===== src/rtl/seq_det_pkg.sv =====
// Shared types and default parameters for the serial pattern detector.
package seq_det_pkg;

   typedef enum logic {MODE_OVERLAP = 1'b0, MODE_NONOVERLAP = 1'b1} det_mode_t;

   localparam int         DEF_PAT_LEN = 5;
   localparam logic [4:0] DEF_PAT_RST = 5'b00010;
   localparam int         DEF_CNT_W   = 8;

endpackage


===== src/rtl/seq_detector_param_sat_counter.sv =====
// Saturating event counter with a sticky overflow flag; clear beats increment.
module sat_counter #(
   parameter int W = 8
) (
   input  logic         clk,
   input  logic         nres,
   input  logic         inc,
   input  logic         clr,
   output logic [W-1:0] cnt,
   output logic         sat
);

   logic [W-1:0] r_cnt;
   logic         r_sat;

   always_ff @(posedge clk or negedge nres) begin
      if (!nres) begin
         r_cnt <= '0;
         r_sat <= 1'b0;
      end else if (clr) begin
         r_cnt <= '0;
         r_sat <= 1'b0;
      end else if (inc) begin
         // At all-ones the count holds and the overflow is remembered instead
         if (&r_cnt) r_sat <= 1'b1;
         else        r_cnt <= r_cnt + 1'b1;
      end
   end

   assign cnt = r_cnt;
   assign sat = r_sat;

endmodule


===== src/rtl/seq_detector_param.sv =====
// Programmable PAT_LEN-bit serial pattern detector with overlap / non-overlap
// matching, input qualify and a saturating match counter; OUTP is registered.
module seq_detector_param
   import seq_det_pkg::*;
#(
   parameter int                 PAT_LEN = DEF_PAT_LEN,
   parameter logic [PAT_LEN-1:0] PAT_RST = DEF_PAT_RST,
   parameter int                 CNT_W   = DEF_CNT_W
) (
   input  logic               clk,
   input  logic               nres,
   input  logic               INP,
   input  logic               in_valid,
   input  logic [PAT_LEN-1:0] cfg_pattern,
   input  logic               cfg_mode,
   input  logic               cfg_load,
   input  logic               clear,
   output logic               OUTP,
   output logic [CNT_W-1:0]   match_cnt,
   output logic               cnt_sat
);

   localparam int FW = $clog2(PAT_LEN + 1);

   logic [PAT_LEN-1:0] r_pat;
   logic [PAT_LEN-1:0] r_hist;
   logic [FW-1:0]      r_fill;
   det_mode_t          r_mode;
   logic               r_match;

   logic               w_accept;
   logic [PAT_LEN-1:0] w_hist_n;
   logic [FW-1:0]      w_fill_n;
   logic               w_hit;

   // A configuration load takes priority and swallows the bit of that cycle
   always_comb begin
      w_accept = in_valid & ~cfg_load;
      w_hist_n = {r_hist[PAT_LEN-2:0], INP};
      w_fill_n = (r_fill == FW'(PAT_LEN)) ? r_fill : r_fill + 1'b1;
      w_hit    = w_accept && (w_fill_n == FW'(PAT_LEN)) && (w_hist_n == r_pat);
   end

   always_ff @(posedge clk or negedge nres) begin
      if (!nres) begin
         r_pat   <= PAT_RST;
         r_mode  <= MODE_OVERLAP;
         r_hist  <= '0;
         r_fill  <= '0;
         r_match <= 1'b0;
      end else if (cfg_load) begin
         r_pat   <= cfg_pattern;
         r_mode  <= det_mode_t'(cfg_mode);
         r_hist  <= '0;
         r_fill  <= '0;
         r_match <= 1'b0;
      end else if (w_accept) begin
         r_match <= w_hit;
         // Non-overlap restarts collection so the next match needs fresh bits
         if (w_hit && (r_mode == MODE_NONOVERLAP)) begin
            r_hist <= '0;
            r_fill <= '0;
         end else begin
            r_hist <= w_hist_n;
            r_fill <= w_fill_n;
         end
      end else begin
         r_match <= 1'b0;
      end
   end

   assign OUTP = r_match;

   sat_counter #(
      .W (CNT_W)
   ) u_cnt (
      .clk  (clk),
      .nres (nres),
      .inc  (w_hit),
      .clr  (clear),
      .cnt  (match_cnt),
      .sat  (cnt_sat)
   );

endmodule


===== config.mk =====
export PLATFORM = sky130hd
export DESIGN_NAME = seq_detector_param
export DESIGN_NICKNAME = d
export VERILOG_FILES = /design/src/rtl/seq_det_pkg.sv /design/src/rtl/seq_detector_param_sat_counter.sv /design/src/rtl/seq_detector_param.sv
export SDC_FILE = /design/constraint.sdc
export NUM_CORES = 1
export LEC_CHECK = 0
export ABC_AREA = 0
export BUFFER_PORTS_ARGS = -buffer_cell sky130_fd_sc_hd__buf_2
export CAP_MARGIN = 20
export CORE_MARGIN = 1
export CORE_UTILIZATION = 45
export DETAILED_ROUTE_END_ITERATION = 8
export GPL_ROUTABILITY_DRIVEN = 0
export PLACE_DENSITY = 0.72
export SETUP_SLACK_MARGIN = 0.5
export SLEW_MARGIN = 0
export SYNTH_ARGS = -nofsm -noshare
export SYNTH_HDL_FRONTEND = slang
export SYNTH_SLANG_ARGS = --single-unit

===== constraint.sdc =====
create_clock -name clk -period 2.6 [get_ports clk]
set_input_delay 0.26 -clock clk [delete_from_list [all_inputs] [get_ports clk]]
set_output_delay 0.26 -clock clk [all_outputs]
set_load 0.02 [all_outputs]

; ---- Yosys cells after proc, flatten, opt, wreduce, memory -nomap -nowiden
; Cells that the tools add are included.
[op_classes]
bitwise = 2
muxes = 15
n_addsub = 2
order_cmp = 0
n_shift = 0
n_eq_ne = 4
div = 0
n_reduce_logical = 9
mul = 0
[op_table]
columns = op, n
row1 = $mux 8, 3
row2 = $mux 3, 4
row3 = $mux 4, 3
row4 = $add 8x1->8 const B, 1
row5 = $reduce_and 8->1, 1
row6 = $eq 3x3->1 const B, 2
row7 = $reduce_bool 2->1, 3
row8 = $eq 5x5->1, 1
row9 = $mux 1, 5
row10 = $reduce_and 2->1, 2
row11 = $add 3x1->3 const B, 1
row12 = $logic_and 1x1->1, 3
row13 = $ne 2x2->1 const B, 1
row14 = $and 1x1->1, 1
row15 = $not 1->1, 1
[totals]
regBits = 23
mem_count = 0
latchBits = 0
in_bits = 12
rom_bits = 0
ramBits = 0
word_cells = 39
out_inout_bits = 10

; ---- Longest topological paths before layout
; Gate-level depths: netlist of run 1.
[depth]
word_depth = 9
ltp_mapped = 6
ltp_nobuf = 6

; ---- Cells and area by module
; A second synthesis of run 1 with hierarchy kept.
[unflattened]
cells_unflattened = 106
area_unflattened_um2 = 1196.1
[by_module_without_submodules]
columns = mod, cells_each, area_each_um2, instances, seq_area_each_um2
row1 = seq_detector_param, 58, 695.7, 1, 351.6
row2 = sat_counter, 48, 500.5, 1, 225.2

; ---- Least setup slack after synthesis of run 1
; OpenSTA, ideal clock, no wires.
[synth_timing]
path_type = register -> register
startpoint = reg r_pat[1]
endpoint = reg r_hist[0]
slack_ns = 0.656
t_required_ns = 2.478
synth_period_minus_slack_ns = 1.944
arrival_ns = 1.823
setup_time_ns = 0.122
path_stages_with_launch = 5
n_path_buf = 0
cell_sequence = dfstp_2 > xor2_1 > nor4_1 > nand3_2 > a32o_1
[synth_via]
elab_chain_len = 6
[synth_lines]
columns = element, line_no
row1 = from (decl), seq_detector_param.sv:25  ; logic [PAT_LEN-1:0] r_pat;
row2 = from (signal assigned), seq_detector_param.sv:52  ; r_pat <= cfg_pattern;
row3 = $eq 5x5->1, seq_detector_param.sv:41  ; w_hit = w_accept && (w_fill_n == FW'(PAT_LEN)) && (w_hist_n == r_pat);
row4 = $logic_and 1x1->1, seq_detector_param.sv:41
row5 = $logic_and 1x1->1, seq_detector_param.sv:60  ; if (w_hit && (r_mode == MODE_NONOVERLAP)) begin
row6 = $mux 4, seq_detector_param.sv:60
row7 = $mux 4, seq_detector_param.sv:57  ; end else if (w_accept) begin
row8 = $mux 4, seq_detector_param.sv:51  ; end else if (cfg_load) begin
row9 = to (signal assigned), seq_detector_param.sv:64  ; r_hist <= w_hist_n;
row10 = to (decl), seq_detector_param.sv:26  ; logic [PAT_LEN-1:0] r_hist;
; Every way passes these cells. The select of a mux whose other input is x is not followed.
; A chain may end at the register's enable or synchronous reset.

; ---- Worst setup path in the final report of run 1
[layout_timing]
startpoint = reg r_pat[1]
endpoint = reg u_cnt.r_cnt[5], in the netlist u_cnt.cnt[5]
[layout_via]
elab_chain_len = 4
[layout_lines]
columns = element, line_no
row1 = $eq 5x5->1, seq_detector_param.sv:41
row2 = $logic_and 1x1->1, seq_detector_param.sv:41
row3 = $reduce_bool 2->1 (no line), --
row4 = $reduce_and 2->1 (no line), --
row5 = to (signal assigned), seq_detector_param_sat_counter.sv:26  ; else r_cnt <= r_cnt + 1'b1;
row6 = to (decl), seq_detector_param_sat_counter.sv:13  ; logic [W-1:0] r_cnt;
; Every way passes these cells.

==> flow_metrics.tcl, run 1 <==
set metrics [dict create \
    status "completed" \
    drt-pass1-iter-count 4 \
    die_w_um 53.48 \
    syn_avg_cell_area_sq_um 10.74 \
    htreeDepth 1 \
    setup_violations 0 \
    finalCriticalPeriod_ps 1971 \
    worst_skew_pair.late_latency_ps 300 \
    reg2reg_depth 4 \
    fin_tns_setup_ps 0 \
    die_y_um 53.48 \
    synth_edf_count 0 \
    worst_ir_drop_vdd_mv 0.3566 \
    synth-compound-area-share_pct 13.54 \
    finalHoldWorstSlack_ps 174.6 \
    hpwl_um 1768 \
    rows 18 \
    track_usage_pct 18.98 \
    clkSinkCount 23 \
    end_kind "flip-flop" \
    start_kind "flip-flop" \
    finClkSkew_ps 3.249 \
    hold_start "cfg_mode" \
    ys_seq_elements 23 \
    worstPathMaxFanout 7 \
    clockRootBuffer "clkbuf_4" \
    initial_core_util_pct 47.70 \
    syn_area_sq_mm 0.001192 \
    cts.clk_slew.worst_paths_ps 130 \
    synth_nets 126 \
    reg2reg_slack_ps 630 \
    nNetsFinal 151 \
    core_area_sq_mm 0.002500 \
    worstHoldEndpoint "r_mode$_DFFE_PN0P_" \
    fin_cells 165 \
    yosysWarnings 0 \
    grt.overflow.total 0 \
    ys_seq_area_share_pct 48.37 \
    antenna_found_initial 0 \
    async_flop_share_pct 100.0 \
    leakagePower_nw 0.6298 \
    r2r-start "r_pat[1]$_DFFE_PN1P_" \
    die-area_sq_mm 0.002860 \
    drt_iter0_drc 16 \
    synth-main-ff-cell "dfrtp_1" \
    synth_cells 111 \
    cp.required_ps 2840 \
    cap_violations 0 \
    grt_pass1_vias 861 \
    p_per_area_mw_per_mm2 452.3 \
    vias 967 \
    io_buffers 21 \
    routed_via_density 5.861 \
    yosysUniqueCellTypes 35 \
    grt_pass1_wl_um 3898 \
    r2r-end "u_cnt.cnt[5]$_DFFE_PN0P_" \
    post_cts_buffers 0 \
    synthAdderAreaFrac_pct 3.148 \
    antenna_cells 0 \
    boundaryPins 22 \
    numCtsBuffers 3 \
    synth_top_family_by_area "simple AND/OR/NAND/NOR gates" \
    power_w 0.0006203 \
    finalHoldViolations 0 \
    utilization_pct 54.85 \
    routedWlPerCell_um 14.19 \
    cts_tree "done" \
    tightest_slew_ps 505.7 \
    drive_above_1_share_pct 29.63 \
    muxShareOfSynthArea_pct 8.499 \
    cp.arrival_ps 2210 \
    cp-startpoint "r_pat[1]$_DFFE_PN1P_" \
    cts_max_path_buffers 2 \
    grt_setup_unrepaired "false" \
    fmax_mhz 507.4 \
    hold_depth 2 \
    grt_max_degree 24 \
    slew_headroom_pct 66.29 \
    yosys.area_share.simple_pct 21.09 \
    hold_class "input pin to flip-flop" \
    wirelength_um 2342 \
    drtAntennaViolNets 0 \
    area_growth_syn_to_layout_pct 15.01 \
    synth-xor-area-share_pct 3.673 \
    place_inst 160 \
    drv_slew 0 \
    fin_crit_sh_pct 75.80 \
    drc 0 \
    crit_type "flip-flop to flip-flop" \
]
## how the worst max path moves through the flow
stage	end	slack [ps]	cells past startpoint
after global routing	u_cnt.cnt[5]$_DFFE_PN0P_	530	4
after floorplan	r_hist[0]$_DFFE_PN0P_	660	4
final	u_cnt.cnt[5]$_DFFE_PN0P_	630	4
after detailed placement	u_cnt.cnt[5]$_DFFE_PN0P_	560	4
after CTS	u_cnt.cnt[5]$_DFFE_PN0P_	530	4
after global placement	u_cnt.cnt[5]$_DFFE_PN0P_	620	4
## sequential cells by signal, indices dropped and copies added, names as in the netlist
signal     flops
r_hist         4
r_mode         1
r_pat          5
u_cnt.cnt      8
OUTP           1
u_cnt.sat      1
r_fill         3
## power breakdown
group	leakage (nW)	internal, W	switching (W)
Clock	0.0177	0.0000574	0.000106
Sequential	0.304	0.000373	0.0000119
Combinational	0.308	0.0000326	0.0000397
Total	0.630	0.000463	0.000158
## cell usage in the layout, fill, tap and decap left out, types with 3 or more instances in the layout
master	instances
a21oi_1	8
a32o_1	4
buf_2	21
clkbuf_4	3
dfrtp_1	22
ha_1	3
mux2_2	9
nand2_1	4
nand3_1	8
nor2_1	5
nor2b_1	6
nor3_1	5
xor2_1	5
## layer usage
metal,share of wire (%),vias up,global-route usage [%]
li1,-,467,-
met1,47,474,27.22
met2,48,24,28.75
met3,3.7,2,3.736
met4,0.56,0,5.263
met5,0,-,0
## stage by stage
step           setup WS (ps)  cell area, sq um
2_1_floorplan          655.7              1192
3_3_place_gp           621.5              1330
3_5_place_dp           557.5              1330
4_1_cts                528.7              1368
5_1_grt                525.4              1371
6_report               629.2              1371
## logic make-up after synthesis
family / Yosys count
AOI/OAI and AO/OA: 23
xor gates and xnor gates: 5
adders and majority gates: 3
buffers and inverters: 5
DFF: 23
muxes: 9
and+or+nand+nor: 43
## worst max-delay path, stage by stage, from the launching register on
cell and delay [ps]:
dfstp_2 560, xor2_1 90, or4_4 600, or4_1 520
a21oi_1 150
## cell type report
class | count | area [sq um]
Clock inverter | 1 | 5.005
Fill cell | 226 | 1129
Tap cell | 30 | 37.54
Timing Repair Buffer | 23 | 122.6
Sequential cell | 23 | 576.8
Inverter | 2 | 7.507
Multi-Input combinational cell | 83 | 599.3
Clock buffer | 3 | 22.52
## timing repair
item | in CTS | in global routing
endpoints found under the setup margin | 0 | 3
gates resized for setup | 0 | 1
hold endpoints to repair | 22 | 0
hold buffers | 1 | 0
## synthesized netlist by cell type, types with 2 or more instances
master	count	share of area, %
nor3_1	5	2.1
mux2_2	9	8.5
and2_1	2	1.0
inv_1	2	0.63
nor2b_1	6	3.1
xor2_1	5	3.7
nand3_1	8	3.4
nand2_1	4	1.3
ha_1	3	3.1
o31ai_1	2	1.3
a32o_1	4	3.4
clkbuf_1	2	0.63
o21ai_0	2	0.84
nand4_1	2	1.0
a21oi_1	8	3.4
dfrtp_1	22	46
or4_1	3	1.9
nor2_1	5	1.6
(Power assumes the default switching activity.)
==> run 2, diff against run 1 <==
ABC_AREA = 1   (was 0)
PLACE_DENSITY = 0.74   (was 0.72)
clock period = 1.7 ns   (was 2.6 ns; I/O delays follow)
==> run 2 against run 1 <==
Combinational power grew to 2.8 times the previous value; sequential power is 57% higher; power is 72% higher; clock skew is 1.3 ps lower; register-to-register slack worse by 330 ps; core utilization is 6.6 points higher; cell area is 24% higher; flip-flop and latch count stayed put.
==> flow_metrics.tcl, run 2 <==
set metrics [dict create \
    grt_setup_unrepaired "true" \
    cap_violations 0 \
    end_kind "flip-flop" \
    crit_type "flip-flop to flip-flop" \
    ys_seq_area_share_pct 43.70 \
    worstHoldEndpoint "r_pat[0]$_DFFE_PN0P_" \
    leakagePower_nw 0.8945 \
    cp.required_ps 1920 \
    wl_met1_um 1328 \
    grt_pass1_vias 1135 \
    fmax_mhz 715.6 \
    worst_ir_drop_vdd_mv 0.5593 \
    htreeDepth 1 \
    finalHoldViolations 0 \
    drc 0 \
    area_growth_syn_to_layout_pct 28.44 \
    synth_edf_count 0 \
    worst_skew_pair.late_latency_ps 310 \
    cp.arrival_ps 1610 \
    yosysWarnings 0 \
    grt_pass1_wl_um 5016 \
    p_per_area_mw_per_mm2 630.1 \
    met2_length_um 1585 \
    place_inst 234 \
    final_common_cell "nand2_1" \
    finalCriticalPeriod_ps 1398 \
    rows 19 \
    synth_nets 198 \
    layout_common_cells "nand2_1, inv_1, buf_2" \
    grt.overflow.total 0 \
    antenna_cells 0 \
    drive_above_1_share_pct 27.93 \
    hold_depth 3 \
    place_ws_ps 313.0 \
    fin_ws_ps 302.5 \
    track_usage_pct 20.41 \
    syn_area_sq_mm 0.001320 \
    slew_headroom_pct 64.42 \
    worstPathMaxFanout 8 \
    wirelength_um 3033 \
    grt_max_degree 24 \
    finClkSkew_ps 1.947 \
    crit_family "simple AND/OR/NAND/NOR gates" \
    crit_slowest_cell "dfstp_2" \
    r2r-end "u_cnt.cnt[6]$_DFFE_PN0P_" \
    core_area_sq_mm 0.002758 \
    fin_cells 253 \
    hpwl_um 2049 \
    r2r-start "r_pat[1]$_DFFE_PN1P_" \
    cts_max_path_buffers 2 \
    finalInstanceArea_sq_mm 0.001695 \
    vias 1273 \
    drt-pass1-iter-count 4 \
    yosysTopAreaCell "dfrtp_1" \
    reg2reg_depth 9 \
    die_y_um 56.16 \
    initial_core_util_pct 47.87 \
    nNetsFinal 238 \
    die-area_sq_mm 0.003154 \
    finalHoldWorstSlack_ps 52.64 \
    drtAntennaViolNets 0 \
    boundaryPins 22 \
    synth-main-ff-cell "dfrtp_1" \
    synth_most_common_cell "nand2_1" \
    reg2reg_slack_ps 300 \
    io_buffers 21 \
    drt_iter0_drc 32 \
    fin_crit_sh_pct 82.21 \
    dr.max_layer_used "met4" \
    slowest_delay_ps 560 \
    clkSinkCount 23 \
    yosysTopAreaCellShare_pct 41.71 \
    multiInputGateArea_sq_um 701.9 \
    regArea_sq_um 584.3 \
    critical_path_depth 9 \
    synth_common_cells "nand2_1, inv_1, dfrtp_1, nor2_1, nand3_1" \
    tightest_slew_ps 533.7 \
    cts_tree "done" \
    synth_cells 183 \
    cts.clk_slew.worst_paths_ps 130 \
    start_kind "flip-flop" \
    num-fill-cells 238 \
    routed_via_density 5.032 \
    routedWlPerCell_um 11.99 \
    clockRootBuffer "clkbuf_4" \
    hold_class "input pin to flip-flop" \
    status "completed" \
    syn_avg_cell_area_sq_um 7.213 \
    largest_register_ffs 8 \
    fin_tns_setup_ps 0 \
    setup_violations 0 \
    numCtsBuffers 3 \
    wl_met3_um 90 \
    place_area_sq_mm 0.001488 \
    hold_start "cfg_pattern[0]" \
    path_cells "inv_2 > nand2_2 > nand2_2 > nor2_4 > nand3_2 > nand2_4 > nand2_4 > nand2_1 > nand2_1" \
    ys_seq_elements 23 \
    path_buf_inv 1 \
    synth_area_leaders "dfrtp_1, nand2_1, inv_1" \
    die_w_um 56.16 \
    antenna_found_initial 0 \
    yosysUniqueCellTypes 21 \
    async_flop_share_pct 100.0 \
    drv_slew 0 \
]
==> run 2: cell types whose count changed in the layout (fill, tap and decap cells not counted), sizes merged, moves of 3 or more <==
cell,change
nand3,+7
nor2,+15
nor3,-5
nand2,+67
buf,+13
mux2,-9
inv,+22
nor2b,-6
or4,-3
xor2,-4
a21oi,-5
o21ai,+10
a32o,-4
==> run 2: worst max path at each step <==
stage | startpoint | slack [ps] | end
after floorplan | r_pat[1]$_DFFE_PN1P_ | 410 | u_cnt.cnt[7]$_DFFE_PN0P_
after global placement | r_pat[1]$_DFFE_PN1P_ | 330 | u_cnt.cnt[2]$_DFFE_PN0P_
after detailed placement | r_pat[1]$_DFFE_PN1P_ | 310 | u_cnt.cnt[6]$_DFFE_PN0P_
after CTS | r_pat[1]$_DFFE_PN1P_ | 310 | u_cnt.cnt[6]$_DFFE_PN0P_
after global routing | r_pat[1]$_DFFE_PN1P_ | 220 | u_cnt.cnt[6]$_DFFE_PN0P_
final | r_pat[1]$_DFFE_PN1P_ | 300 | u_cnt.cnt[6]$_DFFE_PN0P_
==> run 2: report_power, final <==
part / total [W] / internal (W) / leakage [nW] / switching [W]
registers: 0.000606 / 0.000578 / 0.295 / 0.0000279
logic: 0.000204 / 0.0000852 / 0.585 / 0.000119
clock network: 0.000258 / 0.0000918 / 0.0150 / 0.000166
total: 0.00107 / 0.000755 / 0.895 / 0.000313
==> run 2: metrics by stage <==
stage | utilization, % | power, W
floorplan | - | 0.0007244
finish | 61.48 | 0.001068
global placement | 53.95 | 0.0007841
CTS | 57.40 | 0.001057
global route | 61.48 | 0.001139
detailed placement | 53.95 | 0.0007883
==> run 2: layer usage <==
layer  track usage [%]  up-vias
li1                  -      654
met1             25.94      591
met2             34.52       24
met3             3.023        4
met4             8.711        0
met5                 0        -
==> run 2: layout make-up <==
type	count	share of cell area [%]
multi-input combinational	135	41.40
inverter	24	5.314
timing repair buffer	36	14.98
sequential	23	34.46
clock buffer	4	1.550
tap	31	2.288
==> run 2: worst register-to-register path: stages (launching register included) <==
cell and delay [ps]:
dfstp_2 560, inv_2 40, nand2_2 60, nand2_2 70, nor2_4 90, nand3_2 130
nand2_4 140, nand2_4 100, nand2_1 70, nand2_1 60
==> run 2: cells by family after synthesis <==
logic type / count (synthesis) / share of synthesized area, %
compound gates: 15 / 5.687
xor+xnor: 3 / 1.991
fa+ha+maj: 3 / 2.844
buf+inv: 26 / 7.488
flops: 23 / 43.70
simple gates: 113 / 38.29
==> run 2: what timing repair did <==
action | 4_1_cts | 5_1_grt
endpoints found under the setup margin | 16 | 20
hold buffers | 1 | 0
gates resized for setup | 1 | 16
hold endpoints to repair | 22 | 0
pin swaps | 2 | 3
gates cloned | 1 | 0
setup buffers | 6 | 7
==> run 3, diff against run 2 <==
clock period = 1.2 ns   (was 1.7 ns; I/O delays follow)
==> run 3 against run 2 <==
The run now ends with negative hold slack, negative setup slack left; worst hold slack got worse by 300 ps; sequential share of layout area fell by 5.3 points; core utilization rose by 11 points; combinational power rose by 100%; critical path type unchanged.
==> flow_metrics.tcl, run 3 (synthesized netlist as in run 2, its figures left out) <==
set metrics [dict create \
    status "finished, violations left" \
    violations "negative hold slack, negative setup slack" \
    p_clk_share_pct 22.8 \
    clkSinkCount 23 \
    final_common_cell "nand2_1" \
    io_buffers 21 \
    leakagePower_nw 1.023 \
    p_seq_share_pct 51.9 \
    drt-pass1-iter-count 4 \
    slowest_delay_ps 560 \
    drc 0 \
    end_kind "flip-flop" \
    cp.arrival_ps 1670 \
    routed_via_density 5.181 \
    regArea_sq_um 585.6 \
    tightest_slew_ps 522.7 \
    rows 19 \
    setup_violations 17 \
    core_area_sq_mm 0.002758 \
    routedWlPerCell_um 12.83 \
    grt_pass1_vias 1275 \
    antenna_cells 0 \
    largest_register_ffs 8 \
    vias 1435 \
    die_y_um 56.16 \
    worstPathMaxFanout 5 \
    cts_max_path_buffers 2 \
    nNetsFinal 262 \
    power_w 0.001652 \
    p_switching_w 0.0005015 \
    finalCriticalPeriod_ps 1406 \
    initial_core_util_pct 47.87 \
    cap_violations 0 \
    track_usage_pct 21.76 \
    grt.overflow.total 0 \
    p_per_area_mw_per_mm2 823.3 \
    finClkSkew_ps 6.812 \
    holdBufCountCts 1 \
    drive_above_1_share_pct 41.87 \
    slew_headroom_pct 65.15 \
    start_kind "flip-flop" \
    die-area_sq_mm 0.003154 \
    worst_ir_drop_vdd_mv 0.8117 \
    htreeDepth 1 \
    fin_crit_sh_pct 117.2 \
    netSwitchingFraction_pct 30.35 \
    path_cells "inv_2 > nand2_2 > nand2_2 > nor2_4 > nand3_4 > nand2_4 > buf_4 > nand3_1 > nand2_1" \
    wirelength_um 3553 \
    drv_slew 0 \
    clockRootBuffer "clkbuf_4" \
    boundaryPins 22 \
    worst_skew_pair.late_latency_ps 320 \
    crit_type "flip-flop to flip-flop" \
    antenna_found_initial 0 \
    grt_pass1_wl_um 5375 \
    cp.required_ps 1460 \
    grt_max_degree 24 \
    fin_ws_ps -206.0 \
    fmax_mhz 711.2 \
    finalHoldWorstSlack_ps -248.4 \
    grt_setup_unrepaired "true" \
    cts_tree "done" \
    layout_common_cells "nand2_1, buf_4, inv_1, buf_6" \
    finalInstanceArea_sq_mm 0.002007 \
    cts.clk_slew.worst_paths_ps 130 \
    hold_class "input pin to async pin" \
    place_area_sq_mm 0.001683 \
    die_w_um 56.16 \
    numCtsBuffers 3 \
    p_int_w 0.001151 \
    pwr-share-comb_pct 25.2 \
    crit_slowest_cell "dfstp_2" \
    drtAntennaViolNets 0 \
    num-fill-cells 197 \
    crit_top_cell "nand2_2" \
    multiInputGateArea_sq_um 777.0 \
    area_growth_syn_to_layout_pct 52.04 \
    drt_iter0_drc 90 \
    finalHoldViolations 22 \
    hpwl_um 2233 \
]
run 3: changes by cell type in the layout (fill, tap and decap cells not counted), moves of 4 or more:
cell     delta
nand2_1     -4
inv_1       -4
nand2_2     +4
inv_2       +4
buf_4      +18
buf_6      +12
buf_2       -7
run 3: final timing paths:
path / from / endpoint / cells after the start / slack (ps)
max: r_pat[1]$_DFFE_PN1P_ / u_cnt.cnt[2]$_DFFE_PN0P_ / 9 / -210
max in group asynchronous: nres / u_cnt.cnt[5]$_DFFE_PN0P_ / 1 / 1070
max reg2reg: r_pat[1]$_DFFE_PN1P_ / u_cnt.cnt[2]$_DFFE_PN0P_ / 9 / -210
min in group clk: cfg_pattern[2] / r_pat[2]$_DFFE_PN0P_ / 3 / 0
min: nres / r_fill[1]$_DFFE_PN0P_ / 1 / -250
min reg2reg: r_pat[1]$_DFFE_PN1P_ / r_pat[1]$_DFFE_PN1P_ / 2 / 510
run 3: area by class of cell:
| cell class | instances | share of cell area [%] |
|---|---|---|
| clock buffer | 4 | 1.309 |
| multi-input combinational | 136 | 38.72 |
| inverter | 24 | 4.489 |
| timing repair buffer | 59 | 24.38 |
| sequential | 23 | 29.18 |
| tap | 31 | 1.933 |
run 3: layer usage:
layer / share of wire (%) / GRT usage [%] / wire (um)
met5: 0 / 0 / 0
met4: 1.8 / 9.408 / 65
met3: 4.7 / 2.093 / 168
met2: 52 / 37.59 / 1852
met1: 41 / 27.63 / 1467
run 3: metrics by stage:
step                      instances  TNS [ps]  util [%]  hold slack [ps]  worst slack, ps
after floorplan                 183    -780.4         -           -175.6           -84.80
after global placement          260     -1925     61.03            120.0           -176.8
after detailed placement        260     -2475     61.03            122.6           -200.7
after CTS                       270     -2077     67.42           -226.4           -171.9
after global routing            277     -3599     72.78           -223.6           -273.1
final                           277     -2418     72.78           -248.4           -206.0
run 3: timing repair:
item / in CTS / in global routing
gates cloned: 1 / 1
setup endpoints to repair: 31 / 31
hold endpoints to repair: 23 / 22
pin swaps: 4 / 6
gates resized for setup: 34 / 26
buffers inserted: 4 / 6
run 3: power by group through the flow:
| stage | sequential (W) | combinational, W | clock, W |
|---|---|---|---|
| floorplan | 0.000885 | 0.000141 | 0 |
| finish | 0.000858 | 0.000416 | 0.000377 |
| global placement | 0.000864 | 0.000317 | 0 |
| global route | 0.000863 | 0.000452 | 0.000408 |
| CTS | 0.000852 | 0.000360 | 0.000368 |
| detailed placement | 0.000865 | 0.000323 | 0 |
run 3: critical path, delay by kind of cell (launching register included):
family,cells,cell delay [ps]
simple gates,7,610
flops,1,560
buf+inv,2,160
